### src/rtl/proc_imul_iter_unit.sv
// Iterative shift-add multiplier returning the low p_nbits of op1*op2, one step per cycle.
// Optional early termination when the remaining multiplier bits are zero: PROC_IMUL_ITER_VARLAT_EN.
module proc_imul_iter_unit #(
  parameter int p_nbits = 32
) (
  input  logic                   clk,
  input  logic                   reset,
  input  logic                   istream_val,
  output logic                   istream_rdy,
  input  logic [2*p_nbits-1:0]   istream_msg,
  output logic                   ostream_val,
  input  logic                   ostream_rdy,
  output logic [p_nbits-1:0]     ostream_msg
);

  localparam int c_cw = $clog2(p_nbits);

  typedef enum logic [1:0] {
    IDLE = 2'd0,
    CALC = 2'd1,
    DONE = 2'd2
  } state_t;

  state_t             state_q, state_d;
  logic [p_nbits-1:0] a_q, a_d;
  logic [p_nbits-1:0] b_q, b_d;
  logic [p_nbits-1:0] result_q, result_d;
  logic [c_cw-1:0]    counter_q, counter_d;
  logic               last_step;

`ifdef PROC_IMUL_ITER_VARLAT_EN
  // Stop once the shifted-out multiplier has no set bits left.
  assign last_step = (counter_q == c_cw'(p_nbits - 1)) || (b_q[p_nbits-1:1] == '0);
`else
  assign last_step = (counter_q == c_cw'(p_nbits - 1));
`endif

  always_ff @(posedge clk) begin
    if (reset) begin
      state_q   <= IDLE;
      a_q       <= '0;
      b_q       <= '0;
      result_q  <= '0;
      counter_q <= '0;
    end else begin
      state_q   <= state_d;
      a_q       <= a_d;
      b_q       <= b_d;
      result_q  <= result_d;
      counter_q <= counter_d;
    end
  end

  always_comb begin
    state_d   = state_q;
    a_d       = a_q;
    b_d       = b_q;
    result_d  = result_q;
    counter_d = counter_q;
    case (state_q)
      IDLE: begin
        if (istream_val) begin
          a_d       = istream_msg[2*p_nbits-1:p_nbits];
          b_d       = istream_msg[p_nbits-1:0];
          result_d  = '0;
          counter_d = '0;
          state_d   = CALC;
        end
      end
      CALC: begin
        if (b_q[0]) result_d = result_q + a_q;
        a_d       = a_q << 1;
        b_d       = b_q >> 1;
        counter_d = counter_q + c_cw'(1);
        if (last_step) state_d = DONE;
      end
      DONE: begin
        if (ostream_rdy) state_d = IDLE;
      end
      default: state_d = IDLE;
    endcase
  end

  assign istream_rdy = (state_q == IDLE);
  assign ostream_val = (state_q == DONE);
  assign ostream_msg = result_q;

endmodule
### config.mk
export PLATFORM = sky130hd
export DESIGN_NAME = proc_imul_iter_unit
export DESIGN_NICKNAME = d
export VERILOG_FILES = /design/src/rtl/proc_imul_iter_unit.sv
export SDC_FILE = /design/constraint.sdc
export NUM_CORES = 1
export LEC_CHECK = 0
export BUFFER_PORTS_ARGS = -buffer_cell sky130_fd_sc_hd__buf_2
export CAP_MARGIN = 10
export CELL_PAD_IN_SITES_DETAIL_PLACEMENT = 1
export CELL_PAD_IN_SITES_GLOBAL_PLACEMENT = 2
export CORE_MARGIN = 1.5
export CORE_UTILIZATION = 28
export CTS_CLUSTER_SIZE = 25
export DETAILED_ROUTE_END_ITERATION = 8
export HOLD_SLACK_MARGIN = 0.1
export MAX_ROUTING_LAYER = met4
export PLACE_DENSITY_LB_ADDON = 0.05
export RECOVER_POWER = 25
export SKIP_CTS_REPAIR_TIMING = 1
export SLEW_MARGIN = 20
export SYNTH_ARGS = -nofsm -noshare
export SYNTH_HDL_FRONTEND = slang
export SYNTH_SLANG_ARGS = --single-unit
### constraint.sdc
create_clock -name clk -period 3.2 [get_ports clk]
set_clock_uncertainty 0.2 [all_clocks]
set_input_delay 0.48 -clock clk [delete_from_list [all_inputs] [get_ports clk]]
set_output_delay 0.48 -clock clk [all_outputs]
set_load 0.01 [all_outputs]
==> results of run 1 <==
## where the power goes
| group | switching (mW) | leakage, nW | internal, mW | total [mW] |
|---|---|---|---|---|
| clock network | 0.557 | 0.143 | 0.636 | 1.19 |
| registers | 0.0602 | 0.849 | 1.36 | 1.42 |
| logic | 0.345 | 2.14 | 0.230 | 0.575 |
| total | 0.963 | 3.13 | 2.23 | 3.19 |
## logic make-up (layout without fill, tap and decap cells)
family                   Yosys count  count (layout)  share of synthesized area
adder cells (fa/ha/maj)           34              34                     0.0687
AO/OA/AOI/OAI                    208             208                      0.205
AND/OR/NAND/NOR                  441             441                      0.319
flip-flops                       103             103                      0.327
XOR/XNOR                          22              22                     0.0306
buffers and inverters             73             142                     0.0478
other                              0               1                          0
multiplexers                       1               1                    0.00159
## placed cells by master (no fill, tap or decap), drive strengths merged, types with 15 or more instances in the layout
cell / count
a21o: 15
a21oi: 96
buf: 78
clkbuf: 43
dfxtp: 103
ha: 33
inv: 18
nand2: 43
nor2: 225
nor2b: 66
nor3: 67
o21ai: 36
## metal layers
| metal | track usage | vias up |
|---|---|---|
| met1 | 0.217 | 3007 |
| met3 | 0.0315 | 14 |
| met5 | - | - |
| met2 | 0.309 | 77 |
| met4 | 0.0439 | 0 |
| li1 | - | 3146 |
## critical path: stages, from the launching register on
cell,delay (ns)
dfxtp_2,0.36
ha_2,0.18
inv_1,0.06
fa_1,0.39
nor2b_2,0.18
o31ai_1,0.13
a21o_1,0.26
o211a_2,0.33
o21ai_4,0.20
a31oi_1,0.12
or4_1,0.48
nand3_1,0.08
## layout make-up
type                       count  area share
clock buffer                  11      0.0332
inverter                      16     0.00822
antenna                        1    0.000343
multi-input combinational    706       0.542
clock inverter                 5     0.00857
timing repair buffer         110      0.0761
tap                          280      0.0480
sequential                   103       0.283
## sequential cells by signal, indices dropped and copies added (netlist names)
name         count
ostream_msg     32
counter_q        5
a_q             32
state_q          2
b_q             32
## how the worst min path moves through the flow
stage,cells after the start,end
detailed placement,2,ostream_msg[27]
global route,3,b_q[31]
global placement,2,ostream_msg[23]
floorplan,2,b_q[31]
finish,3,a_q[0]
CTS,3,a_q[0]
## stage by stage
step                utilization  setup WS (ns)  instances  hold WS [ns]  instance area [sq um]
floorplan                     -          0.396        882         0.254                   6300
global placement          0.320          0.251       1215         0.264                   7020
detailed placement        0.320          0.103       1215         0.271                   7020
CTS                       0.334         0.0580       1231         0.168                   7330
global route              0.333        0.00524       1232         0.184                   7300
finish                    0.333          0.161       1232         0.178                   7300
==> run metrics, run 1 <==
outcome finished, violations left; failing checks DRC; Metal-1 WL 9470 microns; Syn Nets just under 1k; type of the worst setup path reg2reg; Mapped Cells approximately 880; Main synth FF type dfxtp_1; Clock Tree Buf Depth 2; dpl hpwl ~14000 microns; Vert. Die Dim 153 microns; critical path launch point type flip-flop; Area growth, synth to finish 15.9%; f_max 329 MHz; Final Hold Vio Count 0; Setup violations, final 0; drt first pass iters 8; first-pass GRT wire length 33100 microns; Setup crit end kind flip-flop; power per cell area around 440 mW/mm^2; htree depth 3; remaining antenna violation count 0; leakage power about 3.1 nW; CTS root buffer clkbuf_16; DRC viols 2; Yosys reg bits just over 100; worst reg2reg path depth 11; area occupied by registers between 0.002 and 0.0025 sq mm; EDFF count, synth 0; syn_area_per_cell slightly above 7 sq um; max layer used met4; # rows 54; Starting Density 0.287; top-count cell post-synth nor2_1; net count reported at finish about 1.0k; Worst R2R End ostream_msg[30]; multi-input logic area slightly below 0.004 sq mm; CP Data Arrival Time ~3.1 ns; period utilization 0.950; CTS tree yes; Worst Path Required 3.30 ns; total grt overflow 0; worst hold path startpoint istream_msg[32]; Die X about 150 microns; Slew Limit Headroom 0.441; via count between 6k and 7k; share of the synthesized area in the top cell type 0.327; core area around 0.022 sq mm; FFs w/ async S/R, synth 0; commonest cells in the synthesized netlist nor2_1 (225), dfxtp_1 (103), a21oi_1 (95), nor3_1 (67), nor2b_1 (66); DR iter-0 viols approximately 220; register-to-register setup slack 0.16 ns; wire length on met2 slightly below 10000 microns; worst r2r src a_q[0]; Synth Cell Area roughly 0.0063 sq mm; number of vias per cell 5.07; Worst-Margin Slew between 0.8 and 0.9 ns; port bufs between 100 and 150; Max Cap Viol 0; GRT Overall Usage 0.179; largest net degree at the start of global routing 131; crit path to ostream_msg[30]; WL met3 between 600 and 700 microns; I/O pin count just over 100; Clock Sinks around 100; HP Class in2reg; initial antenna violation count 1; vias in the first global route approximately 6.5k; Setup TNS 0 ns; total of fill cells in the finished design ~2.7k; CP startpoint a_q[0]; Synth area leaders dfxtp_1 (33%), nor2_1 (13%), a21oi_1 (7.5%); post-synthesis sequential area ratio 0.327; Tmin final around 3 ns; Yosys warnings 0; Total Routed Length between 20000 and 25000 microns; max-slew violations 0; area leader, netlist dfxtp_1; CP Max Fanout 4; unrepaired setup endpoints after global routing no; Num CTS Buffers 9; Design Power around 3.2 mW; fraction of layout cells with a size suffix above 1 0.122; synth unique cells between 50 and 60; maximum VDD drop ~0.00024 V; Worst-path clk slew around 0.08 ns; routability cong. between 0.7 and 0.8; Die ar. ~0.023 sq mm; worst skew pair latency around 0.37 ns; DR WL/cell 16.3 microns
Note: power is estimated with default switching activity, not from simulation.
==> run 2, diff against run 1 <==
Settings changed: ABC_AREA set to 1.
==> run 2 against run 1 <==
The flow now finishes without violations. Synthesized area up 2.7%. Routed wire length grew 11%. Non-clock buffer count stayed put. Sequential share of layout area decreased by 0.80 points. Hold slack lost 0.022 ns. Critical path depth grew 2. Cell area increased by 2.5%. Clock power shrank 5%. Critical path type unchanged. Highest routed layer unchanged.
==> run metrics, run 2 <==
CP Data Arrival Time 2.42 ns; Cells on Worst Hold Path 3; Synth Area in Compound Gates 0.146; Die X between 150 and 200 microns; total grt overflow 0; Tmin final between 2 and 2.5 ns; clock power share 0.383; Slew Limit Headroom 0.625; Worst-Margin Slew 0.562 ns; initial antenna violation count 2; Crit path depth 13; dpl hpwl around 17000 microns; # rows 55; Flop pwr share 0.473; Pint between 2 and 2.5 mW; Design Power slightly below 3 mW; CTS root buffer clkbuf_16; top-count cell post-synth nand2_1; Max Cap Viol 0; syn_area_per_cell 6.20 sq um; switching part of the total 0.307; Setup crit end kind flip-flop; worst r2r src a_q[0]; post-synthesis sequential area ratio 0.319; post-synthesis mux area share 0; Gate power share 0.144; CTS tree yes; register-to-register setup slack 0.82 ns; Synth Cell Area ~0.0065 sq mm; Clock Sinks slightly above 100; largest net degree at the start of global routing approximately 60; f_max between 400 and 500 MHz; net count reported at finish approximately 1.2k; critical path launch point type flip-flop; worst hold path startpoint istream_msg[31]; number of vias per cell between 4 and 5; Total Routed Length between 20000 and 25000 microns; XOR/XNOR Fraction of Synth Area 0.00135; power per cell area about 400 mW/mm^2; Final Hold Vio Count 0; remaining antenna violation count 0; GRT Overall Usage 0.199; Num CTS Buffers 9; Main synth FF type dfxtp_1; Yosys warnings 0; CP cell instances ha_1, inv_1, fa_1, inv_1, nand3_1, nand3_1, nand2_1, nand2_1, nand2_1, nand3_1, nand2_1, nand3_1, a21oi_1; Simple-Gate Fraction of Synth Area 0.346; Worst R2R End ostream_msg[24]; first-pass GRT wire length ~36000 microns; final core utilization 0.331; drt first pass iters 5; DRC viols 0; FFs w/ async S/R, synth 0; CP Max Fanout 5; crit-path max cell delay 0.36 ns; commonest non-fill, non-tap cell in the layout nand2_1; area leader, netlist dfxtp_1; commonest cells in the synthesized netlist nand2_1 (423), inv_1 (148), dfxtp_1 (103), a21oi_1 (80), nand3_1 (56); Clock Tree Buf Depth 2; Starting Density 0.286; DR iter-0 viols roughly 270; Worst-path clk slew approximately 0.080 ns; CP max-delay cell dfxtp_1; max-slew violations 0; fraction of layout cells with a size suffix above 1 0.102; Syn Nets 1145; crit path buf inv count 2; Area growth, synth to finish 15.7%; placed insts 1400; Yosys reg bits roughly 100; worst skew pair latency 0.37 ns; Non-Filler Instances between 1k and 1.5k; HP Class in2reg; Vert. Die Dim about 160 microns; maximum VDD drop between 0.0002 and 0.0003 V; Synth area leaders dfxtp_1 (32%), nand2_1 (25%), inv_1 (8.6%); htree depth 3; core area 0.0226 sq mm; commonest cells after routing, fill and taps aside nand2_1 (423), inv_1 (148), dfxtp_1 (103); Hold EP b_q[31]; period utilization 0.743; Synth Area in Adders 0.0669; Mapped Cells between 1k and 1.5k; unrepaired setup endpoints after global routing no; port bufs 101; EDFF count, synth 0; I/O pin count between 100 and 150; Post-Place Setup Slack 0.820 ns; Die ar. around 0.024 sq mm; type of the worst setup path reg2reg; outcome complete, no violations; share of the synthesized area in the top cell type 0.319; PnR worst setup slack 0.823 ns; synth unique cells 33; leakage power 3.82 nW; Setup violations, final 0; Crit path max-delay family simple AND/OR/NAND/NOR gates; worst reg2reg path depth 13; DR WL/cell around 16 microns; largest family of logic cells by synthesized area simple AND/OR/NAND/NOR gates; NetSw 910 uW; vias in the first global route about 6.6k; Worst Path Required about 3.2 ns; routability cong. roughly 0.77; via count about 6.6k; Setup TNS 0 ns
-- run 2: cell types whose count changed in the layout (fill, tap and decap cells not counted), moves of 11 or more --
cell	delta
nand3_1	+46
nor3_1	-62
xnor2_1	-13
nor2b_1	-65
a21o_1	-11
o21ai_0	-25
nor2_1	-177
nand2_1	+380
a21oi_1	-15
a22oi_1	+27
inv_1	+132
a31oi_1	+14
-- run 2: per-stage QoR --
| stage | area, sq um | hold slack (ns) |
|---|---|---|
| after floorplan | 6470 | 0.240 |
| after global placement | 7240 | 0.253 |
| after detailed placement | 7240 | 0.260 |
| after CTS | 7520 | 0.143 |
| after global routing | 7490 | 0.159 |
| final | 7490 | 0.156 |
-- run 2: final cells by class --
type | count | area, sq um
clock inverters | 6 | 56.3
flip-flops and latches | 103 | 2060
fillers | 2989 | 15200
repair buffers | 110 | 571
well taps | 285 | 357
multi-input cells | 749 | 3630
diodes | 3 | 7.51
clock buffers | 10 | 229
inverters | 153 | 574
-- run 2: power by group through the flow --
stage | logic (mW) | registers, mW | clock network [mW]
6_report | 0.426 | 1.40 | 1.13
5_1_grt | 0.487 | 1.41 | 1.24
4_1_cts | 0.439 | 1.40 | 1.19
3_5_place_dp | 0.439 | 1.43 | 0
3_3_place_gp | 0.434 | 1.43 | 0
2_1_floorplan | 0.294 | 1.41 | 0
-- run 2: worst max-delay path by stage --
stage,endpoint,from,slack (ns)
floorplan,ostream_msg[28],ostream_msg[0],1.14
global placement,ostream_msg[24],ostream_msg[0],0.87
detailed placement,ostream_msg[28],a_q[0],0.82
CTS,ostream_msg[28],a_q[0],0.81
global route,ostream_msg[24],ostream_msg[0],0.63
finish,ostream_msg[24],a_q[0],0.82
-- run 2: kinds of logic after synthesis --
kind of cell,Yosys count
flip-flops,103
AO/OA/AOI/OAI,158
XOR/XNOR,1
AND/OR/NAND/NOR,556
adder cells (fa/ha/maj),34
buffers and inverters,191
-- run 2: worst reg2reg max path, stage by stage, from the launching register on --
cell and delay [ns]:
dfxtp_1 0.36, ha_1 0.21, inv_1 0.07, fa_1 0.35, inv_1 0.17, nand3_1 0.10
nand3_1 0.15, nand2_1 0.11, nand2_1 0.16, nand2_1 0.11, nand3_1 0.09, nand2_1 0.05
nand3_1 0.07, a21oi_1 0.06
-- run 2: layer usage --
metal	track usage	wire, microns	part of all wire	up-vias
li1	-	-	-	3466
met1	0.269	11400	0.51	3051
met2	0.312	9840	0.44	81
met3	0.0404	889	0.040	12
met4	0.0325	185	0.0083	0
met5	-	0	0	-
